$ cat config.mk
export PLATFORM = sky130hd
export DESIGN_NAME = btn_sw_conditioner
export DESIGN_NICKNAME = d
export VERILOG_FILES = /design/src/rtl/btn_sw_conditioner.sv
export SDC_FILE = /design/constraint.sdc
export NUM_CORES = 1
export LEC_CHECK = 0
export ABC_CLOCK_PERIOD_IN_PS = 2300
export BUFFER_PORTS_ARGS = -buffer_cell sky130_fd_sc_hd__buf_4
export CAP_MARGIN = 25
export CORE_ASPECT_RATIO = 0.7
export CORE_MARGIN = 5
export CORE_UTILIZATION = 40
export DETAILED_ROUTE_END_ITERATION = 12
export PLACE_DENSITY_LB_ADDON = 0.05
export SLEW_MARGIN = 10
export SYNTH_ARGS = -nofsm -noshare
export SYNTH_HDL_FRONTEND = slang
export SYNTH_SLANG_ARGS = --single-unit
$ cat constraint.sdc
create_clock -name CLK100MHZ -period 2.3 [get_ports CLK100MHZ]
set_clock_uncertainty 0.15 [all_clocks]
set_input_delay 0.115 -clock CLK100MHZ [delete_from_list [all_inputs] [get_ports CLK100MHZ]]
set_output_delay 0.115 -clock CLK100MHZ [all_outputs]
set_load 0.005 [all_outputs]
$ cat src/rtl/btn_sw_conditioner.sv
// Push-button and slide-switch input conditioner: per-channel two-flop synchronizer
// followed by a debounce FSM, with registered levels and per-button press/release pulses.
module btn_sw_conditioner #(
   parameter int NB_BTN          = 4,
   parameter int NB_SW           = 4,
   parameter int NB_DEBOUNCE     = 20,
   parameter int DEBOUNCE_CYCLES = 1000000
) (
   input  logic              CLK100MHZ,
   input  logic              ck_rst,
   input  logic [NB_BTN-1:0] i_btn,
   input  logic [NB_SW-1:0]  i_sw,
   output logic [NB_BTN-1:0] o_btn,
   output logic [NB_BTN-1:0] o_btn_press,
   output logic [NB_BTN-1:0] o_btn_release,
   output logic [NB_SW-1:0]  o_sw
);

   localparam int NB_CH = NB_BTN + NB_SW;
   localparam logic [NB_DEBOUNCE-1:0] CNT_LAST = NB_DEBOUNCE'(DEBOUNCE_CYCLES - 1);
   localparam logic [NB_DEBOUNCE-1:0] CNT_ONE  = NB_DEBOUNCE'(1);

   typedef enum logic [1:0] {
      RELEASED,
      PRESS_PEND,
      PRESSED,
      RELEASE_PEND
   } state_t;

   // Buttons occupy the low channels so the pulse logic can be gated on the index.
   logic [NB_CH-1:0] raw;
   logic [NB_CH-1:0] level;

   assign raw = {i_sw, i_btn};

   genvar gi;
   generate
      for (gi = 0; gi < NB_CH; gi++) begin : g_ch
         logic                   sync1_reg;
         logic                   sync2_reg;
         state_t                 state_reg;
         state_t                 state_next;
         logic [NB_DEBOUNCE-1:0] cnt_reg;
         logic [NB_DEBOUNCE-1:0] cnt_next;
         logic                   level_reg;

         always_ff @(posedge CLK100MHZ or negedge ck_rst) begin
            if (!ck_rst) begin
               sync1_reg <= 1'b0;
               sync2_reg <= 1'b0;
               state_reg <= RELEASED;
               cnt_reg   <= '0;
               level_reg <= 1'b0;
            end else begin
               sync1_reg <= raw[gi];
               sync2_reg <= sync1_reg;
               state_reg <= state_next;
               cnt_reg   <= cnt_next;
               level_reg <= (state_next == PRESSED) || (state_next == RELEASE_PEND);
            end
         end

         always_comb begin
            state_next = state_reg;
            cnt_next   = cnt_reg;
            case (state_reg)
               RELEASED: begin
                  if (sync2_reg) begin
                     state_next = PRESS_PEND;
                     cnt_next   = '0;
                  end
               end
               PRESS_PEND: begin
                  if (!sync2_reg)
                     state_next = RELEASED;
                  else if (cnt_reg == CNT_LAST)
                     state_next = PRESSED;
                  else
                     cnt_next = cnt_reg + CNT_ONE;
               end
               PRESSED: begin
                  if (!sync2_reg) begin
                     state_next = RELEASE_PEND;
                     cnt_next   = '0;
                  end
               end
               RELEASE_PEND: begin
                  if (sync2_reg)
                     state_next = PRESSED;
                  else if (cnt_reg == CNT_LAST)
                     state_next = RELEASED;
                  else
                     cnt_next = cnt_reg + CNT_ONE;
               end
               default: state_next = RELEASED;
            endcase
         end

         assign level[gi] = level_reg;

         // Only the pending-to-settled transitions pulse; bounce aborts stay silent.
         if (gi < NB_BTN) begin : g_pulse
            logic press_reg;
            logic release_reg;

            always_ff @(posedge CLK100MHZ or negedge ck_rst) begin
               if (!ck_rst) begin
                  press_reg   <= 1'b0;
                  release_reg <= 1'b0;
               end else begin
                  press_reg   <= (state_reg == PRESS_PEND)   && (state_next == PRESSED);
                  release_reg <= (state_reg == RELEASE_PEND) && (state_next == RELEASED);
               end
            end

            assign o_btn_press[gi]   = press_reg;
            assign o_btn_release[gi] = release_reg;
         end
      end
   endgenerate

   assign o_btn = level[NB_BTN-1:0];
   assign o_sw  = level[NB_CH-1:NB_BTN];

endmodule

==> metrics.md <==
| Metric | Value |
|---|---|
| Post-synth cell types | 64 |
| Clock Path Buffers | 3 |
| Crit end category | flip-flop |
| Max Cap Viol | 0 |
| Share of layout cells above drive strength 1 | 0.159 |
| Critical path arrival | 2.55 ns |
| Die ar. | 0.0305 mm2 |
| Drt via density | 5.33 |
| DP HPWL | 16400 um |
| Initial antenna violation count | 0 |
| Worst Setup Start Kind | flip-flop |
| TritonCTS clock tree | yes |
| # diodes | 0 |
| Initial Util | 0.406 |
| Met1 Use GR | 0.260 |
| Final min period | 2.31 ns |
| Nets@finish | 1285 |
| Initial drt markers | 580 |
| Leak Pwr | 0.00581 uW |
| Die width | 207 um |
| Syn. warnings | 0 |
| Vias in the first global route | 8131 |
| Most common cell after layout, fill and taps aside | dfrtp_1 |
| Status | complete, but fails checks |
| GR peak layer | met1 |
| Max Slew Vio Count | 0 |
| Mapped cell area | 0.0108 mm2 |
| Vias | 8759 |
| Drt pass-1 iters | 5 |
| Setup CP Type | reg2reg |
| Endpoints failing setup | 2 |
| Worst-margin pin slew | 0.593 ns |
| GRT Util Overall | 0.159 |
| Global routing usage on met2 | 0.222 |
| Overall power | 8440 uW |
| GR Util met3 | 0.0241 |
| Largest register FFs | 160 |
| RSZ-0062 raised after global routing | true |
| Leading cell types in the layout, fill and taps excluded | dfrtp_1, nand2_1, buf_4 |
| Die Y | 148 um |
| Largest net degree at the start of global routing | 76 |
| Total Wirelength | 24400 um |
| Hold WC Path Type | in2async |
| DR DRC count | 0 |
| GRT Residual Overflow | 0 |
| Worst path required time | 2.54 ns |
| Avg Synthesized Cell Area | 9.27 um2 |
| Post-route setup slack | -0.0117 ns |
| EDFF count, synth | 0 |
| Place WS | -0.00664 ns |
| Global-route wire length before repair | 41400 um |
| Antenna viol nets, final | 0 |
| H-Tree Level Count | 1 |
| GPL Wtd Cong | 0.805 |
| P&R area growth vs syn | 19.7% |
| Failing checks | negative setup slack |
| Peak supply drop | 0.000403 V |
| Ys flop type | dfrtp_1 |
| Worst rel slew slack | 0.605 |
| Skew-Pair Late Insertion Delay | 0.51 ns |
| Post-synthesis sequential area ratio | 0.480 |
| Reg2Reg Setup Slack | -0.01 ns |
| Final Hold Fails | 0 |
| Power Dens Cells | 651 mW/mm2 |
| Post-synth ARST share | 1.00 |
| Post CTS Setup Buffer Count | 0 |
| # IOs | 26 |
| Worst-path clk slew | 0.06 ns |
| Crit Path Max Fanout | 4 |
| CTS Root Cell | clkbuf_16 |
| # clock sinks | 208 |
| Routed len/inst | 14.9 um |
| Synthesized flop and latch total | 208 |
| Fmax | 433 MHz |
| Syn Nets | 1187 |
| Port bufs | 25 |
| # rows | 50 |
| Num CTS Buffers | 23 |
| Core area | 0.0267 mm2 |
| Final worst-path cycle share | 1.01 |
| Syn Inst Count | 1169 |
-- worst max-delay path: stages (launching register included) --
cell and delay (ns):
dfrtp_1 0.37, or4b_1 0.53, or4_4 0.46, or3_4 0.38, mux2_4 0.31
-- worst paths after layout --
check                                     from                   end  cells past startpoint
max reg2reg                g_ch[2].cnt_reg[11]  g_ch[2].state_reg[1]                      4
max in group asynchronous               ck_rst   g_ch[2].cnt_reg[10]                      3
min in group CLK100MHZ                i_btn[2]     g_ch[2].sync1_reg                      2
min                                     ck_rst    g_ch[0].cnt_reg[2]                      2
min reg2reg                  g_ch[3].sync1_reg     g_ch[3].sync2_reg                      0
max                        g_ch[2].cnt_reg[11]  g_ch[2].state_reg[1]                      4
-- power breakdown --
part	internal, uW	total (uW)	switching, uW	leakage [uW]
clock network	2390	3880	1500	0.000386
logic	270	625	355	0.00259
registers	3790	3940	148	0.00283
total	6450	8440	2000	0.00581
-- final cells by class --
type | instances | area [um2]
Clock buffer | 28 | 634
Clock inverter | 9 | 148
Fill cell | 2534 | 13700
Inverter | 23 | 86.3
Multi-Input combinational cell | 873 | 5310
Sequential cell | 208 | 5210
Tap cell | 364 | 455
Timing Repair Buffer | 138 | 1130
-- Yosys cell counts (all sizes together), types with 2 or more instances --
cell / number / area share
a211o: 11 / 0.0089
a21o: 8 / 0.0055
a21oi: 27 / 0.012
a22o: 15 / 0.012
a31oi: 11 / 0.0063
a41o: 2 / 0.0018
and2: 11 / 0.0063
and3: 26 / 0.015
and4: 11 / 0.0090
buf: 24 / 0.015
clkbuf: 41 / 0.014
dfrtp: 208 / 0.48
ha: 8 / 0.0092
inv: 23 / 0.0080
mux2: 16 / 0.017
mux2i: 33 / 0.030
nand2: 169 / 0.059
nand2b: 10 / 0.0058
nand3: 101 / 0.047
nand3b: 2 / 0.0014
nand4: 37 / 0.021
nand4b: 2 / 0.0016
nor2: 84 / 0.029
nor3: 29 / 0.013
nor3b: 9 / 0.0062
nor4: 20 / 0.012
nor4b: 11 / 0.0089
nor4bb: 3 / 0.0028
o211ai: 7 / 0.0048
o21a: 2 / 0.0014
o21ai: 74 / 0.034
o21bai: 2 / 0.0014
o221ai: 4 / 0.0032
o22ai: 4 / 0.0023
o311ai: 2 / 0.0016
o31ai: 17 / 0.014
o41ai: 8 / 0.0065
or2: 3 / 0.0017
or3: 17 / 0.010
or4: 29 / 0.020
or4b: 5 / 0.0046
xnor2: 15 / 0.012
xor2: 19 / 0.015
-- logic make-up after synthesis --
| kind of cell | share of synthesized area |
|---|---|
| AO/OA/AOI/OAI | 0.120 |
| XOR/XNOR | 0.0275 |
| adder cells (fa/ha/maj) | 0.00923 |
| buffers and inverters | 0.0376 |
| flip-flops | 0.480 |
| multiplexers | 0.0471 |
| AND/OR/NAND/NOR | 0.279 |
-- stage by stage --
stage,hold slack [ns],utilization,std cells,area (um2),TNS [ns]
CTS,0.0497,0.484,1643,12900,-0.0173
global placement,-0.00935,0.451,1597,12000,0
finish,0.0144,0.486,1643,13000,-0.0172
floorplan,-0.331,-,1169,10900,0
global route,0.0822,0.486,1643,13000,-0.397
detailed placement,-0.00217,0.451,1597,12000,-0.0129
-- what timing repair did --
action	in CTS	in global routing
hold buffers	9	0
resized for setup	2	19
pin swaps	1	4
setup endpoints to repair	3	35
endpoints found under the hold margin	216	0
-- routing by layer --
layer | vias to the layer above | share of wire
met5 | - | 0
met4 | 0 | 0.014
met3 | 28 | 0.029
met2 | 100 | 0.40
met1 | 4160 | 0.56
li1 | 4471 | -
No activity file was read; power rests on OpenSTA's default activity.
